$ cat src/rtl/fetch_sequencer_if.sv
// Instruction-fetch bundle: imem req/gnt/rvalid port, decode-side handshake,
// branch redirect and halt. The sequencer is the master; memory/core side is the slave.
interface fetch_sequencer_if;
  logic        halt;
  logic        imem_req;
  logic [29:0] imem_addr;
  logic        imem_gnt;
  logic        imem_rvalid;
  logic [31:0] imem_rdata;
  logic        instr_valid;
  logic [31:0] instr;
  logic [29:0] instr_pc;
  logic        instr_ready;
  logic        jmp_enable;
  logic [29:0] jmp_addr;

  modport master (
    input  halt, imem_gnt, imem_rvalid, imem_rdata, instr_ready, jmp_enable, jmp_addr,
    output imem_req, imem_addr, instr_valid, instr, instr_pc
  );

  modport slave (
    output halt, imem_gnt, imem_rvalid, imem_rdata, instr_ready, jmp_enable, jmp_addr,
    input  imem_req, imem_addr, instr_valid, instr, instr_pc
  );
endinterface

$ cat src/rtl/fetch_sequencer.sv
// Single-outstanding instruction fetch sequencer: owns the word PC, fetches one
// instruction, holds it for the core until retire, then redirects or advances.
module fetch_sequencer #(
  parameter logic [29:0] RESET_PC = 30'h0
) (
  input  logic                clk,
  input  logic                rst,
  fetch_sequencer_if.master   bus,
  output logic [2:0]          dbg_state
);

  // Handshakes: imem_req stays high with imem_addr stable until imem_gnt is
  // seen on a rising edge; imem_rvalid is honoured only while a granted fetch
  // is outstanding; instr_valid/instr/instr_pc stay stable until instr_ready
  // is seen on a rising edge while instr_valid is high.
  typedef enum logic [2:0] {
    IDLE     = 3'd0,
    REQ      = 3'd1,
    WAIT_RSP = 3'd2,
    HOLD     = 3'd3,
    HALTED   = 3'd4
  } state_t;

  state_t      state;
  state_t      state_nxt;
  logic [29:0] pc;
  logic [29:0] pc_nxt;
  logic [31:0] instr_r;
  logic [29:0] instr_pc_r;
  logic        valid_r;
  logic        capture;
  logic        retire;

  always_ff @(posedge clk or posedge rst) begin
    if (rst) begin
      state      <= IDLE;
      pc         <= RESET_PC;
      instr_r    <= 32'h0;
      instr_pc_r <= RESET_PC;
      valid_r    <= 1'b0;
    end else begin
      state <= state_nxt;
      pc    <= pc_nxt;
      if (capture) begin
        instr_r    <= bus.imem_rdata;
        instr_pc_r <= pc;
      end
      if (capture) begin
        valid_r <= 1'b1;
      end else if (retire) begin
        valid_r <= 1'b0;
      end
    end
  end

  always_comb begin
    state_nxt = state;
    pc_nxt    = pc;
    capture   = 1'b0;
    retire    = 1'b0;
    case (state)
      IDLE: begin
        state_nxt = bus.halt ? HALTED : REQ;
      end
      REQ: begin
        if (bus.imem_gnt) begin
          state_nxt = WAIT_RSP;
        end
      end
      WAIT_RSP: begin
        if (bus.imem_rvalid) begin
          capture   = 1'b1;
          state_nxt = HOLD;
        end
      end
      HOLD: begin
        // Redirect inputs are only meaningful on the retire edge.
        if (bus.instr_ready) begin
          retire    = 1'b1;
          pc_nxt    = bus.jmp_enable ? bus.jmp_addr : pc + 30'd1;
          state_nxt = bus.halt ? HALTED : REQ;
        end
      end
      HALTED: begin
        if (!bus.halt) begin
          state_nxt = REQ;
        end
      end
      default: begin
        state_nxt = IDLE;
      end
    endcase
  end

  assign bus.imem_req    = (state == REQ);
  assign bus.imem_addr   = pc;
  assign bus.instr_valid = valid_r;
  assign bus.instr       = instr_r;
  assign bus.instr_pc    = instr_pc_r;
  assign dbg_state       = state;

endmodule

$ cat src/flat_wrapper.sv
// flat-port wrapper written by rule: the top's interface ports become plain ports
module fetch_sequencer_flat 
#(
  parameter logic [29:0] RESET_PC = 30'h0
)
  (clk, rst, dbg_state, bus_halt, bus_imem_gnt, bus_imem_rvalid, bus_imem_rdata, bus_instr_ready, bus_jmp_enable, bus_jmp_addr, bus_imem_req, bus_imem_addr, bus_instr_valid, bus_instr, bus_instr_pc);
  fetch_sequencer_if bus_i ();
  input  logic clk;
  input  logic rst;
  output logic [2:0] dbg_state;
  input wire logic [$bits(bus_i.halt)-1:0] bus_halt;
  input wire logic [$bits(bus_i.imem_gnt)-1:0] bus_imem_gnt;
  input wire logic [$bits(bus_i.imem_rvalid)-1:0] bus_imem_rvalid;
  input wire logic [$bits(bus_i.imem_rdata)-1:0] bus_imem_rdata;
  input wire logic [$bits(bus_i.instr_ready)-1:0] bus_instr_ready;
  input wire logic [$bits(bus_i.jmp_enable)-1:0] bus_jmp_enable;
  input wire logic [$bits(bus_i.jmp_addr)-1:0] bus_jmp_addr;
  output wire logic [$bits(bus_i.imem_req)-1:0] bus_imem_req;
  output wire logic [$bits(bus_i.imem_addr)-1:0] bus_imem_addr;
  output wire logic [$bits(bus_i.instr_valid)-1:0] bus_instr_valid;
  output wire logic [$bits(bus_i.instr)-1:0] bus_instr;
  output wire logic [$bits(bus_i.instr_pc)-1:0] bus_instr_pc;
  assign bus_i.halt = bus_halt;
  assign bus_i.imem_gnt = bus_imem_gnt;
  assign bus_i.imem_rvalid = bus_imem_rvalid;
  assign bus_i.imem_rdata = bus_imem_rdata;
  assign bus_i.instr_ready = bus_instr_ready;
  assign bus_i.jmp_enable = bus_jmp_enable;
  assign bus_i.jmp_addr = bus_jmp_addr;
  assign bus_imem_req = bus_i.imem_req;
  assign bus_imem_addr = bus_i.imem_addr;
  assign bus_instr_valid = bus_i.instr_valid;
  assign bus_instr = bus_i.instr;
  assign bus_instr_pc = bus_i.instr_pc;
  fetch_sequencer #(.RESET_PC(RESET_PC)) u_core (.clk(clk), .rst(rst), .bus(bus_i), .dbg_state(dbg_state));
endmodule
$ cat config.mk
export PLATFORM = sky130hd
export DESIGN_NAME = fetch_sequencer_flat
export DESIGN_NICKNAME = d
export VERILOG_FILES = /design/src/rtl/fetch_sequencer_if.sv /design/src/rtl/fetch_sequencer.sv /design/src/flat_wrapper.sv
export SDC_FILE = /design/constraint.sdc
export NUM_CORES = 1
export LEC_CHECK = 0
export CAP_MARGIN = 5
export CORE_MARGIN = 2
export CORE_UTILIZATION = 50
export CTS_BUF_LIST = sky130_fd_sc_hd__clkbuf_8
export DETAILED_ROUTE_END_ITERATION = 16
export PLACE_DENSITY = 0.95
export SYNTH_ARGS = -nofsm -noshare
export SYNTH_HDL_FRONTEND = slang
export SYNTH_SLANG_ARGS = --single-unit
$ cat constraint.sdc
create_clock -name clk -period 9.3 [get_ports clk]
set_clock_uncertainty 0.2 [all_clocks]
set_input_delay 2.79 -clock clk [delete_from_list [all_inputs] [get_ports clk]]
set_output_delay 2.79 -clock clk [all_outputs]
set_load 0.01 [all_outputs]
==> flow_metrics.env, run 1 <==
export IMPL_outcome="completed"
export IMPL_fp_dieArea_mm2=0.0102
export IMPL_max_slew_margin_pct=46.2
export IMPL_synthSimpleGateAreaFrac_pct=15.2
export IMPL_dr_pass1_iters=5
export IMPL_grt_ovfl_total=0
export IMPL_drc=0
export IMPL_ant_nets=0
export IMPL_path_cells="clkdlybuf4s50_1 -> inv_1 -> nor4b_2 -> buf_4 -> mux2_2"
export IMPL_path_class="input port to flip-flop"
export IMPL_num_vias=4013
export IMPL_first_iter_violations=286
export IMPL_syn_area_per_cell_um2=11.4
export IMPL_finalMaxSlewViolations=0
export IMPL_ios=166
export IMPL_cap_viol_max_count=0
export IMPL_hpwl_um=8750
export IMPL_synth_adder_area_share_pct=0.266
export IMPL_grt_pass1_wl_um=19900
export IMPL_cp_depth=5
export IMPL_dpl_cell_area_mm2=0.00631
export IMPL_post_cts_buffers=0
export IMPL_synth_compound_area_share_pct=12.1
export IMPL_instances_no_fill=679
export IMPL_root_buffer="clkbuf_8"
export IMPL_final_setup_viol_count=0
export IMPL_grt_max_degree=69
export IMPL_io_buffers=165
export IMPL_cts_htree_levels=3
export IMPL_regArea_mm2=0.00240
export IMPL_synth_nets=481
export IMPL_fillers=679
export IMPL_tightest_slew_ns=0.807
export IMPL_wl_per_cell_um=18.3
export IMPL_initial_utilization_pct=51.1
export IMPL_synth_top_family_by_area="multiplexers"
export IMPL_dp_cells=663
export IMPL_gp_congestion=0.826
export IMPL_synth_xor_area_share_pct=0
export IMPL_rsz0062_at_grt="no"
export IMPL_required_ns=9.34
export IMPL_finalCriticalPeriod_ns=4.66
export IMPL_num_rows=35
export IMPL_synth_area_leaders="dfrtp_1 51%, mux2_2 15%, o21ai_0 2.7%"
export IMPL_final_nets=633
export IMPL_busiest_layer="met2"
export IMPL_yosys_area_top_type="dfrtp_1"
export IMPL_area_delta_synth_final_pct=38.5
export IMPL_cts_buffers=9
export IMPL_postSynthCellCount=411
export IMPL_netlist_area_mm2=0.00470
export IMPL_drive_above_1_share_pct=17.8
export IMPL_vdd_drop_max_uv=165
export IMPL_clk_pin_slew_ns=0.10
export IMPL_synth_ff_type="dfrtp_1"
export IMPL_antenna_found_initial=0
export IMPL_ff2ff_path_depth=3
export IMPL_grt_pass1_vias=4011
export IMPL_cts_sinks=96
export IMPL_via_per_inst=5.91
export IMPL_use_met1_pct=31.7
export IMPL_holdPathStages=1
export IMPL_dieHeight_um=101
export IMPL_yosys_area_top_type_share_pct=51.1
export IMPL_multi_input_area_mm2=0.00204
export IMPL_fp_dieW_um=101
export IMPL_grt_use_met3_pct=4.51
export IMPL_synth_mux_area_share_pct=15.7
export IMPL_post_cts_resized=0
export IMPL_cp_slowest_cell="buf_4"
export IMPL_crit_arrival_ns=4.70
export IMPL_fin_crit_sh_pct=50.1
export IMPL_layout_common_cells="164 x clkdlybuf4s50_1, 96 x dfrtp_1, 62 x mux2_2, 25 x o21ai_0, 19 x nor2_1"
export IMPL_ctsHoldBuffers=0
export IMPL_routed_wl_um=12500
export IMPL_n_antenna_cell=0
export IMPL_setup_tns_ns=0
export IMPL_final_common_cell="clkdlybuf4s50_1"
export IMPL_endpoint_kind="flip-flop"
export IMPL_fmax_mhz=215
export IMPL_grt_usage_pct=24.6
export IMPL_netlist_cell_type_count=56
export IMPL_synth_seq_cells=96
export IMPL_yosys_warnings=0
export IMPL_async_flop_share_pct=100
export IMPL_cp_num_buf_inv=3
export IMPL_ys_seq_area_share_pct=51.1
export IMPL_met2_usage_pct=41.8
export IMPL_cts_buffer_depth=2
export IMPL_clock_latency_ns=0.35
export IMPL_path_delay_family="buffers and inverters"
export IMPL_placeableCoreArea_mm2=0.00920
export IMPL_design_area_mm2=0.00650
export IMPL_slowest_delay_ns=0.63
export IMPL_synth_enable_flop_cells=0
export IMPL_holdCritPathClass="flip-flop to flip-flop"
export IMPL_cts_tree="built"
export IMPL_crit_fanout=63
export IMPL_leakage_nw=2.64
export IMPL_start_kind="input port"
export IMPL_power_density_mw_per_mm2=290
export IMPL_hold_viol=0
## routing by layer
metal | wire length [µm] | vias to the layer above | part of all wire, %
met5 | 0 | - | 0
met4 | 323 | 0 | 2.6
met3 | 882 | 31 | 7.1
met2 | 6390 | 196 | 51
met1 | 4860 | 1946 | 39
li1 | - | 1840 | -
## cells by family (layout without fill, tap and decap cells)
| group | Yosys count | after routing |
|---|---|---|
| buffers and inverters | 43 | 200 |
| and+or+nand+nor | 120 | 120 |
| AOI/OAI and AO/OA | 85 | 85 |
| DFF | 96 | 96 |
| muxes | 66 | 66 |
| adders and majority gates | 1 | 1 |
## final timing paths
path	start	end	slack (ns)
max	bus_imem_rvalid	u_core.bus.instr[13]	4.64
min	u_core.bus.instr_valid	u_core.bus.instr_valid	0.29
max reg2reg	u_core.dbg_state[0]	u_core.bus.instr[13]	7.02
min reg2reg	u_core.bus.instr_valid	u_core.bus.instr_valid	0.29
max in group asynchronous	rst	u_core.bus.imem_addr[25]	5.15
min in group asynchronous	rst	u_core.bus.instr[0]	2.59
## cell usage after synthesis (2+ instances only)
cell type	n
dfrtp_1	96
mux2_2	62
o21ai_0	25
nor2_1	19
nor3_1	17
inv_1	15
a21oi_1	14
nand2_1	13
a31oi_1	12
nand3_1	11
nand4_1	10
a311oi_1	7
and3_1	7
buf_4	7
clkbuf_1	7
buf_2	6
clkbuf_8	6
nor4_1	6
or3_1	6
a311o_1	5
and2_1	4
mux2i_1	4
o2bb2ai_1	4
a22oi_1	3
and4_1	3
or2_2	3
a211o_1	2
a211oi_1	2
a41oi_1	2
and3_2	2
nand2b_1	2
nand3_2	2
nand3b_1	2
nor3_2	2
nor4b_1	2
## per-stage QoR
step	setup WS (ns)	utilization [%]	hold WS (ns)	power [W]
floorplan	3.80	-	0.318	0.00115
global placement	4.41	68.7	0.265	0.00158
detailed placement	4.30	68.7	0.269	0.00163
CTS	4.64	70.7	0.291	0.00189
global route	4.55	70.7	0.303	0.00199
finish	4.64	70.7	0.288	0.00188
## where the power goes
part	switching [W]	total (W)	internal, W	leakage [nW]
clock	0.000161	0.000264	0.000103	0.0945
sequential	0.000181	0.000779	0.000598	1.15
combinational	0.000327	0.000841	0.000513	1.39
## state kept, by name, summed over array words and instances, names as in the netlist
signal                  count
u_core.bus.imem_addr       30
u_core.bus.instr           32
u_core.bus.instr_pc        30
u_core.bus.instr_valid      1
u_core.dbg_state            3
## final cells by class
cell class,count,area share [%]
multi-input combinational,272,31.3
clock buffer,9,1.90
clock inverter,7,1.02
timing repair buffer,169,25.8
tap,111,2.14
sequential,96,36.9
inverter,15,0.904
No activity file was read; power rests on OpenSTA's default activity.
==> run 2, diff against run 1 <==
CORE_UTILIZATION = 42   (was 50)
PLACE_DENSITY = 0.87   (was 0.95)
clock period = 3.98 ns   (was 9.3 ns; I/O delays follow)
==> run 2 against run 1 <==
First-iteration DRC count fell by 25%. Global-route usage fell by 4.1 points. Sequential power rose by 130%. Clock-buffer cell count rose by 2. Cell count rose by 4.6%. Power rose by 140%. Sequential share of layout area fell by 0.52 points. Highest routed layer unchanged.
==> flow_metrics.env, run 2 (synthesis results as in run 1) <==
export IMPL_slowest_delay_ns=0.56
export IMPL_routed_wl_um=12100
export IMPL_largest_reg_flops=32
export IMPL_setup_tns_ns=0
export IMPL_fp_dieW_um=110
export IMPL_path_cells="nor3b_1 -> clkdlybuf4s50_1"
export IMPL_io_buffers=165
export IMPL_crit_fanout=11
export IMPL_fmax_mhz=325
export IMPL_grt_usage_pct=20.5
export IMPL_holdPathStages=1
export IMPL_fin_crit_sh_pct=77.4
export IMPL_dp_cells=694
export IMPL_post_cts_resized=0
export IMPL_drc=0
export IMPL_grt_pass1_vias=3877
export IMPL_power_density_mw_per_mm2=673
export IMPL_rsz0062_at_grt="no"
export IMPL_ctsHoldBuffers=0
export IMPL_antenna_found_initial=0
export IMPL_r2r_slack_ns=1.72
export IMPL_finalCriticalPeriod_ns=3.08
export IMPL_cts_buffers=9
export IMPL_num_rows=38
export IMPL_grt_pass1_wl_um=19300
export IMPL_r2r_start="u_core.bus.imem_addr[0]"
export IMPL_via_per_inst=5.62
export IMPL_path_delay_family="buffers and inverters"
export IMPL_post_cts_buffers=0
export IMPL_grt_max_degree=64
export IMPL_cap_viol_max_count=0
export IMPL_dr_pass1_iters=4
export IMPL_max_slew_margin_pct=52.1
export IMPL_initial_utilization_pct=43.1
export IMPL_clk_pin_slew_ns=0.09
export IMPL_required_ns=2.59
export IMPL_ff2ff_path_depth=5
export IMPL_crit_arrival_ns=1.69
export IMPL_final_common_cell="clkdlybuf4s50_1"
export IMPL_path_class="flip-flop to output port"
export IMPL_first_iter_violations=215
export IMPL_start_kind="flip-flop"
export IMPL_fp_dieArea_mm2=0.0120
export IMPL_final_nets=635
export IMPL_crit_reg2reg_capture="u_core.bus.imem_addr[20]"
export IMPL_worstHoldStart="u_core.bus.instr_pc[20]"
export IMPL_instances_no_fill=710
export IMPL_cp_num_buf_inv=1
export IMPL_area_delta_synth_final_pct=40.5
export IMPL_gp_congestion=0.849
export IMPL_outcome="completed"
export IMPL_num_vias=3988
export IMPL_cp_slowest_cell="clkdlybuf4s50_1"
export IMPL_grt_ovfl_total=0
export IMPL_fillers=919
export IMPL_layout_common_cells="164 x clkdlybuf4s50_1, 96 x dfrtp_1, 62 x mux2_2, 25 x o21ai_0, 19 x nor2_1"
export IMPL_clock_latency_ns=0.36
export IMPL_leakage_nw=2.66
export IMPL_cts_tree="built"
export IMPL_hpwl_um=8670
export IMPL_root_buffer="clkbuf_8"
export IMPL_dp_worst_setup_slack_ns=0.717
export IMPL_cts_buffer_depth=2
export IMPL_cts_sinks=96
export IMPL_n_antenna_cell=0
export IMPL_hold_viol=0
export IMPL_tightest_slew_ns=0.715
export IMPL_final_setup_viol_count=0
export IMPL_drive_above_1_share_pct=18.1
export IMPL_placeableCoreArea_mm2=0.0109
export IMPL_cts_htree_levels=3
export IMPL_setup_ws_ns=0.900
export IMPL_ant_nets=0
export IMPL_ios=166
export IMPL_min_to="u_core.bus.instr_pc[20]"
export IMPL_dieHeight_um=110
export IMPL_wl_per_cell_um=17.1
export IMPL_endpoint_kind="output port"
export IMPL_vdd_drop_max_uv=329
export IMPL_holdCritPathClass="flip-flop to flip-flop"
export IMPL_finalMaxSlewViolations=0
==> run 2: changes by cell type in the layout (fill, tap and decap cells not counted), sizes merged <==
cell / change
buf: +2
bufinv: +1
clkbuf: +2
clkinv: -2
clkinvlp: +1
inv: -2
==> run 2: worst max-delay path by stage <==
stage                                   start                       end  depth (start not counted)  slack, ns
after detailed placement      bus_instr_ready  u_core.bus.imem_addr[24]                          5       0.72
after CTS                 u_core.dbg_state[0]              bus_imem_req                          2       0.89
after floorplan                           rst   u_core.bus.imem_addr[0]                          1       0.08
after global placement        bus_instr_ready  u_core.bus.imem_addr[24]                          5       0.77
final                     u_core.dbg_state[0]              bus_imem_req                          2       0.90
after global routing      u_core.dbg_state[0]              bus_imem_req                          2       0.80
==> run 2: layer usage <==
| layer | up-vias | part of all wire, % | track usage, % |
|---|---|---|---|
| li1 | 1844 | - | - |
| met4 | 0 | 0.64 | 4.43 |
| met1 | 1965 | 41 | 26.8 |
| met5 | - | 0 | 0 |
| met3 | 8 | 7.2 | 4.80 |
| met2 | 171 | 51 | 34.7 |
==> run 2: cell type report <==
cell class                      count  area [µm²]  share of cell area [%]
Sequential cell                    96        2400                    36.4
Multi-Input combinational cell    272        2040                    30.9
Timing Repair Buffer              171        1720                    26.0
Tap cell                          140         175                    2.66
Clock buffer                       11         151                    2.29
Inverter                           15        58.8                   0.891
Clock inverter                      5        55.1                   0.834
==> run 2: metrics by stage <==
step	hold WS, ns	cell area [µm²]	util, %	power [W]
after global placement	0.272	6390	58.7	0.00373
final	0.310	6600	60.6	0.00444
after floorplan	0.318	4700	-	0.00268
after detailed placement	0.295	6390	58.7	0.00382
after CTS	0.315	6600	60.6	0.00448
after global routing	0.321	6600	60.6	0.00472
==> run 2: worst register-to-register path, delay by kind of cell (launching register included) <==
| kind | cells | cell delay (ns) |
|---|---|---|
| fa+ha+maj | 1 | 0.30 |
| simple gates | 3 | 0.88 |
| flops | 1 | 0.49 |
| compound gates | 1 | 0.28 |
==> run 2: where the power goes <==
part | leakage (nW) | total [W] | switching (W) | internal (W)
combinational | 1.41 | 0.00197 | 0.000764 | 0.00121
sequential | 1.15 | 0.00181 | 0.000412 | 0.00140
clock | 0.101 | 0.000659 | 0.000336 | 0.000323
total | 2.66 | 0.00444 | 0.00151 | 0.00293
